--- config.mk ---
export PLATFORM = sky130hd
export DESIGN_NAME = stream_mux_nx1
export DESIGN_NICKNAME = d
export VERILOG_FILES = /design/src/rtl/stream_mux_nx1.sv
export SDC_FILE = /design/constraint.sdc
export NUM_CORES = 1
export LEC_CHECK = 0
export ABC_AREA = 1
export BUFFER_PORTS_ARGS = -buffer_cell sky130_fd_sc_hd__buf_2
export CAP_MARGIN = 20
export CORE_ASPECT_RATIO = 0.75
export CORE_MARGIN = 1
export CORE_UTILIZATION = 35
export DETAILED_ROUTE_END_ITERATION = 7
export GPL_TIMING_DRIVEN = 0
export SETUP_SLACK_MARGIN = 0.4
export SYNTH_ARGS = -nofsm -noshare
export SYNTH_HDL_FRONTEND = slang
export SYNTH_SLANG_ARGS = --single-unit
--- constraint.sdc ---
create_clock -name clk -period 7.5 [get_ports clk]
set_clock_uncertainty 0.15 [all_clocks]
set_input_delay 0.75 -clock clk [delete_from_list [all_inputs] [get_ports clk]]
set_output_delay 0.75 -clock clk [all_outputs]
set_load 0.01 [all_outputs]
--- src/rtl/stream_mux_nx1.sv ---
// stream_mux_nx1: N-input to 1-output stream multiplexer with a registered
// output stage. Channel selection is either fixed (by s) or round-robin
// starting from an internal pointer that advances past each accepted channel.
module stream_mux_nx1 #(
    parameter int unsigned N = 16,
    parameter int unsigned W = 8
) (
    input  logic                     clk,
    input  logic                     rst,
    input  logic [N*W-1:0]           in_data,
    input  logic [N-1:0]             in_valid,
    output logic [N-1:0]             in_ready,
    input  logic [$clog2(N)-1:0]     s,
    input  logic                     rr_en,
    output logic [W-1:0]             out_data,
    output logic [$clog2(N)-1:0]     out_ch,
    output logic                     out_valid,
    input  logic                     out_ready
);

    localparam int unsigned SW = $clog2(N);
    // Channel count held one bit wider than the index so it compares cleanly.
    localparam logic [SW:0] NW = (SW+1)'(N);
    localparam logic [SW-1:0] LAST = SW'(N - 1);

    logic [N-1:0][W-1:0] ch_data;
    logic [SW-1:0]       ptr;
    logic                load_ok;
    logic                grant_any;
    logic [SW-1:0]       grant_idx;
    logic [SW:0]         cand;

    assign ch_data = in_data;
    assign load_ok = !out_valid || out_ready;

    // Grant decision: fixed select, or first valid channel upward from ptr with wrap.
    always_comb begin
        grant_any = 1'b0;
        grant_idx = '0;
        cand      = '0;
        if (rr_en) begin
            for (int unsigned k = 0; k < N; k++) begin
                cand = {1'b0, ptr} + (SW+1)'(k);
                if (cand >= NW) begin
                    cand = cand - NW;
                end
                if (!grant_any && in_valid[cand[SW-1:0]]) begin
                    grant_any = 1'b1;
                    grant_idx = cand[SW-1:0];
                end
            end
        end else if ({1'b0, s} < NW) begin
            if (in_valid[s]) begin
                grant_any = 1'b1;
                grant_idx = s;
            end
        end
    end

    // One-hot accept strobe; suppressed during reset and while the output is stalled.
    always_comb begin
        in_ready = '0;
        for (int unsigned i = 0; i < N; i++) begin
            in_ready[i] = !rst && load_ok && grant_any && (grant_idx == SW'(i));
        end
    end

    // Output register and round-robin pointer; both advance only on a transfer.
    always_ff @(posedge clk) begin
        if (rst) begin
            out_valid <= 1'b0;
            out_data  <= '0;
            out_ch    <= '0;
            ptr       <= '0;
        end else if (load_ok) begin
            out_valid <= grant_any;
            if (grant_any) begin
                out_data <= ch_data[grant_idx];
                out_ch   <= grant_idx;
                ptr      <= (grant_idx == LAST) ? '0 : grant_idx + SW'(1);
            end
        end
    end

endmodule

==> results_dict.tcl, run 1 <==
set metrics [dict create \
    status "finished, final reports clean" \
    grt_pass1_vias 5081 \
    post-route-drc-count 0 \
    clock_sinks 17 \
    hp-class "reg2reg" \
    worst_pin_slew_ns 0.715 \
    maxCapViolCount 0 \
    period_needed_ns 6.34 \
    grt_start_max_net_pins 14 \
    fin_crit_sh_pct 84.5 \
    fp-row-count 33 \
    yosysWarnings 0 \
    rsz0062_at_grt "no" \
    dp_slack_ns 1.52 \
    cp.arrival_ns 5.44 \
    post-synth-top-area-fraction_pct 31.4 \
    ant_nets 0 \
    syn-cell-area_um2 4090 \
    cts_resized 0 \
    synth_seq_cells 17 \
    synthCells 816 \
    die_x_um 127 \
    final_core_util_pct 47.0 \
    drt_first_pass_iters 5 \
    tns_ns 0 \
    clkLatencyLatePin_ns 0.25 \
    die_area_um2 12100 \
    drive_gt1_share_pct 23.2 \
    postCtsSetupRepairBufs 0 \
    numCtsBuffers 3 \
    n_fill_cell 1282 \
    relSlewSlack_pct 52.0 \
    ios 181 \
    synth_fp_nets 979 \
    routed_wl_um 18100 \
    setup_ws_ns 1.16 \
    antenna_found_initial 0 \
    die_h_um 95.7 \
    overflow 0 \
    dp.final_hpwl_um 15000 \
    swShare_pct 66.6 \
    crit_required_ns 6.60 \
    cp_max_fo 13 \
    synth.largest_area_cell "nand3_1" \
    fp.coreArea_um2 11100 \
    place_congestion 0.997 \
    power.total_w 0.00299 \
    wl_per_cell_um 15.9 \
    ir_worst_vdd_uv 242 \
    yosys-top-cells-area "nand3_1 (31%), nand2_1 (24%), dfxtp_1 (8.3%)" \
    cp-start-kind "flop" \
    cts.reportedPaths.clkPinSlew_ns 0.05 \
    n_antenna_cell 0 \
    critPathCaptureType "output pin" \
    start_util_pct 36.7 \
    routed_via_density 5.44 \
    finalHoldViolCount 0 \
    clock-root-buffer "clkbuf_16" \
    leakagePower_nw 2.93 \
    switchingPower_w 0.00199 \
    gr-usage-all-layers_pct 28.6 \
    setup_viol 0 \
    internal_power_w 0.00100 \
    cts_max_level 1 \
    critPathKind "reg2out" \
    pwr-share-comb_pct 91.1 \
    cts_hold_buf 0 \
    synth_seq_area_share_pct 8.32 \
    cts_tree "done" \
    synth_cell_type_count 36 \
    syn_area_per_cell_um2 5.02 \
    cts_max_path_buffers 2 \
    port_buffers 179 \
    area_growth_syn_to_layout_pct 28.1 \
    nNetsFinal 1163 \
    clkPwrFrac_pct 3.5 \
    max_freq_mhz 158 \
    pwr-share-seq_pct 5.3 \
    grt_pass1_wl_um 27300 \
    drt_iter0_drc 659 \
    via_count 6199 \
    drv_slew 0 \
    powerDensity_nw_per_um2 571 \
]
[per-stage QoR]
stage / instances / instance area, um^2 / hold WS [ns]
after floorplan: 816 / 4090 / 0.334
after detailed placement: 1135 / 5160 / 0.327
after global routing: 1139 / 5240 / 0.345
final: 1139 / 5240 / 0.334
after global placement: 1135 / 5160 / 0.316
after CTS: 1139 / 5240 / 0.336
[power by group through the flow]
stage | combinational, W | sequential [W] | clock (W)
3_5_place_dp | 0.00265 | 0.000159 | 0
5_1_grt | 0.00301 | 0.000164 | 0.000113
2_1_floorplan | 0.00188 | 0.000165 | 0
3_3_place_gp | 0.00265 | 0.000159 | 0
4_1_cts | 0.00266 | 0.000159 | 0.000108
6_report | 0.00273 | 0.000159 | 0.000106
[state kept, by name (all words and copies together) (netlist names)]
signal and cells:
out_ch 4, out_data 8, out_valid 1, ptr 4
[synthesized netlist by cell type]
library cell and instances:
nand2_1 258, nand3_1 257, clkinv_1 1, buf_2 21, inv_1 66, nand4_4 2
nand3_2 1, ha_1 11, nor2_4 4, nor3_1 2, inv_2 6, o211ai_1 2
a21oi_1 12, a21oi_2 2, o22ai_1 2, buf_6 4, nand4_2 1, nand2_2 4
o21ai_1 2, clkbuf_1 12, nor4_1 1, nor2_1 70, o221ai_1 1, nand3b_1 1
buf_1 2, a31oi_1 1, nor2_2 3, o32ai_1 1, nor3_2 1, xnor2_1 1
nand4_1 11, xor2_1 7, o21a_1 2, dfxtp_1 17, o21ai_0 26, a32o_1 1
[metal layers]
| layer | wire length, um | global-route usage [%] |
|---|---|---|
| met2 | 7320 | 39.7 |
| met3 | 1670 | 2.97 |
| met4 | 121 | 3.08 |
| met1 | 8960 | 46.7 |
| met5 | 0 | 0 |
[worst max-delay path: stages, from the launching register on]
cell	delay [ns]
dfxtp_1	0.51
inv_1	0.14
buf_2	0.25
ha_1	0.40
inv_1	0.10
clkbuf_1	0.43
nand3_1	0.19
nand3_1	0.15
nand2_1	0.07
nand2_1	0.10
nand2_2	0.08
nor2_4	0.17
nand4_4	0.14
nor2_4	0.18
nand4_2	0.18
nor2_4	0.19
nand4_4	0.13
nor2_4	0.17
nand4_1	0.13
nand2_1	0.12
inv_2	0.04
a21oi_2	0.30
buf_2	0.33
ha_1	0.19
nand2_1	0.12
nor2_1	0.19
buf_2	0.16
[final cells by class]
cell class / instances / area, um^2 / share of cell area, %
timing repair buffer: 179 / 896 / 17.1
inverter: 73 / 274 / 5.23
sequential: 17 / 340 / 6.49
multi-input combinational: 687 / 3280 / 62.5
clock buffer: 3 / 75.1 / 1.43
buffer: 39 / 203 / 3.87
tap: 140 / 175 / 3.34
clock inverter: 1 / 5.00 / 0.0954
[cell usage in the layout (no fill, tap or decap), types with 6 or more instances in the layout]
master    netlist  final
o21ai_0        26     26
nand3_1       257    257
inv_1          66     66
nand2_1       258    258
nor2_1         70     70
nand4_1        11     11
dfxtp_1        17     17
a21oi_1        12     12
clkbuf_1       12     12
xor2_1          7      7
buf_2          21    200
inv_2           6      6
ha_1           11     11
[cells by family after synthesis]
| logic type | count (synthesis) | share of synthesized area (%) |
|---|---|---|
| AOI/OAI and AO/OA | 52 | 7.18 |
| xor gates and xnor gates | 8 | 1.71 |
| adders and majority gates | 11 | 3.36 |
| buffers and inverters | 112 | 11.6 |
| and+or+nand+nor | 616 | 67.8 |
| DFF | 17 | 8.32 |
[final timing paths]
kind                   from           end  slack [ns]  depth (start not counted)
hold reg to reg   out_ch[2]     out_ch[2]        0.33                          2
setup / recovery     ptr[1]  in_ready[13]        1.16                         26
hold / removal    out_ch[2]     out_ch[2]        0.33                          2
setup reg to reg     ptr[1]   out_data[6]        2.08                         29
No activity file was read; power rests on OpenSTA's default activity.
==> inputs of run 2 (changes only) <==
--- a/config.mk
+++ b/config.mk
@@ -5,7 +5,7 @@
 export SDC_FILE = /design/constraint.sdc
 export NUM_CORES = 1
 export LEC_CHECK = 0
-export ABC_AREA = 1
+export ABC_AREA = 0
 export BUFFER_PORTS_ARGS = -buffer_cell sky130_fd_sc_hd__buf_2
 export CAP_MARGIN = 20
 export CORE_ASPECT_RATIO = 0.75
==> constraint.sdc (replaced) <==
create_clock -name clk -period 6 [get_ports clk]
set_clock_uncertainty 0.15 [all_clocks]
set_input_delay 0.6 -clock clk [delete_from_list [all_inputs] [get_ports clk]]
set_output_delay 0.6 -clock clk [all_outputs]
set_load 0.01 [all_outputs]
==> results_dict.tcl, run 2 <==
set metrics [dict create \
    top_regs "out_data: 8 flops, out_ch: 4 flops, ptr: 4 flops" \
    final_cell_mix "buf_2 (186), mux4_2 (50), nor2_1 (49), nand2_1 (37), buf_4 (34)" \
    cp.arrival_ns 4.73 \
    relSlewSlack_pct 36.3 \
    cts.reportedPaths.clkPinSlew_ns 0.06 \
    critPathKind "reg2out" \
    yosys-top-cells-area "mux4_2 (27%), dfxtp_1 (8.2%), mux2i_1 (7.5%)" \
    crit_required_ns 5.25 \
    final_common_cell "buf_2" \
    n_antenna_cell 0 \
    cp-start-kind "flop" \
    syn-cell-area_um2 4140 \
    cp_max_fo 10 \
    cts_max_path_buffers 2 \
    clkLatencyLatePin_ns 0.26 \
    holdPathStages 2 \
    fin_crit_sh_pct 91.4 \
    worst_pin_slew_ns 0.929 \
    internal_power_w 0.00155 \
    synth-edff-count 0 \
    fp-row-count 33 \
    leakagePower_nw 2.55 \
    start_util_pct 36.9 \
    setup_viol 0 \
    grt_pass1_wl_um 25300 \
    antenna_found_initial 0 \
    maxCapViolCount 0 \
    ant_nets 0 \
    via_count 4978 \
    synth_seq_area_share_pct 8.22 \
    r2r_start "ptr[0]" \
    clkPwrFrac_pct 4.4 \
    rrSetupSlack_ns 0.85 \
    die_area_um2 12300 \
    overflow 0 \
    area_growth_syn_to_layout_pct 44.0 \
    period_needed_ns 5.48 \
    largest_register "out_data" \
    yosysWarnings 0 \
    synth_cell_type_count 66 \
    synth_fp_nets 608 \
    pwr-share-seq_pct 5.5 \
    port_buffers 178 \
    rsz0062_at_grt "no" \
    synthCells 445 \
    cts_max_level 1 \
    numCtsBuffers 3 \
    drv_slew 0 \
    wl_per_cell_um 21.0 \
    synth_seq_cells 17 \
    rr_endpoint "out_data[0]" \
    hp-class "reg2reg" \
    cts_tree "done" \
    clock_sinks 17 \
    die_x_um 128 \
    powerDensity_nw_per_um2 532 \
    async_reset_ff_share_pct 0 \
    cp_cell_sequence "buf_6 > buf_12 > buf_12 > clkinvlp_4 > ha_4 > buf_6 > buf_6 > mux4_2 > mux2i_4 > mux2i_4 > nor3_4 > nand4_1 > buf_4 > or4_1 > o21a_1 > or2_1 > and2_4 > buf_8 > buf_12 > nand2b_4 > nor2_1 > buf_2" \
    yosysMostFrequentCell "nor2_1" \
    min_to "out_ch[2]" \
    post-route-drc-count 0 \
    place_congestion 0.953 \
    max_freq_mhz 182 \
    largest_reg_flops 8 \
    grt_pass1_vias 4442 \
    rr_worst_depth 22 \
    dp.final_hpwl_um 13500 \
    fp.coreArea_um2 11200 \
    gr-usage-all-layers_pct 27.0 \
    grt_start_max_net_pins 12 \
    status "finished, final reports clean" \
    drt_iter0_drc 476 \
    hp-start "out_ch[2]" \
    slowest_delay_ns 0.56 \
    final_cells 819 \
    swShare_pct 51.1 \
    drt_first_pass_iters 6 \
    pwr-share-comb_pct 90.1 \
    yosys-top-cells-count "nor2_1 (50), mux4_2 (49), nand2_1 (41)" \
    drive_gt1_share_pct 52.4 \
    synth.largest_area_cell "mux4_2" \
    routed_via_density 6.08 \
    die_h_um 96.2 \
    ios 181 \
    critPathCaptureType "output pin" \
    finalHoldViolCount 0 \
    power.total_w 0.00317 \
    slowest_stage "mux4_2" \
    syn_area_per_cell_um2 9.30 \
    dp.cells 780 \
    ir_worst_vdd_uv 176 \
    synth-main-ff-cell "dfxtp_1" \
    nNetsFinal 826 \
    post-synth-top-area-fraction_pct 26.7 \
    switchingPower_w 0.00162 \
    cts_hold_buf 0 \
    clock-root-buffer "clkbuf_16" \
    routed_wl_um 17200 \
]
==> run 2: cell type report <==
cell class	count	area, um^2
buffer	32	270
multi-input combinational	381	3810
tap	157	196
sequential	17	347
timing repair buffer	213	1190
clock buffer	3	75.1
clock inverter	1	7.51
fill	1042	5270
inverter	15	66.3
==> run 2: metrics by stage <==
step           TNS [ns]  hold slack (ns)  area [um^2]  util [%]  worst slack [ns]
2_1_floorplan         0            0.331         4140         -             0.926
3_3_place_gp      -3.46            0.304         5230      46.5            -0.292
3_5_place_dp      -3.83            0.333         5230      46.5            -0.310
4_1_cts               0            0.343         5750      51.2             0.413
5_1_grt               0            0.364         5960      53.1             0.397
6_report              0            0.339         5960      53.1             0.518
==> run 2: power groups by stage <==
stage                     combinational, W  clock [W]  sequential (W)
after floorplan                    0.00170          0        0.000177
after global placement             0.00225          0        0.000170
after detailed placement           0.00226          0        0.000171
after CTS                          0.00261   0.000142        0.000172
after global routing               0.00302   0.000147        0.000180
final                              0.00286   0.000139        0.000175
==> run 2: repair_timing <==
action | in CTS | in global routing
endpoints found under the setup margin | 32 | 19
pin swaps | 5 | 6
cloned | 0 | 0
resized for setup | 58 | 21
setup buffers | 23 | 11
==> run 2: per-layer routing <==
layer | part of all wire (%) | GRT usage, % | vias up | wire length [um]
met4 | 1.2 | 5.20 | 0 | 208
met2 | 45 | 38.8 | 295 | 7740
li1 | - | - | 2205 | -
met1 | 42 | 41.3 | 2455 | 7310
met3 | 11 | 5.56 | 23 | 1970
met5 | 0 | 0 | - | 0
==> run 2: worst max path at each step <==
stage	startpoint	to	slack (ns)	depth (start not counted)
floorplan	ptr[1]	in_ready[12]	0.93	17
detailed placement	ptr[1]	in_ready[7]	-0.31	20
global placement	ptr[1]	in_ready[11]	-0.29	20
global route	ptr[1]	in_ready[15]	0.40	20
CTS	ptr[0]	in_ready[7]	0.41	23
finish	ptr[0]	in_ready[12]	0.52	22
==> run 2: worst max-delay path, delay by kind of cell, from the launching register on <==
kind	cells	cell delay [ns]
buf+inv	10	1.26
simple gates	7	1.44
mux	3	0.96
fa+ha+maj	1	0.28
flops	1	0.33
compound gates	1	0.17
==> run 2: cell families after synthesis <==
logic type | share of synthesized area [%]
flops | 8.22
simple gates | 16.0
fa+ha+maj | 3.32
xor+xnor | 2.72
mux | 44.2
buf+inv | 6.41
compound gates | 19.2
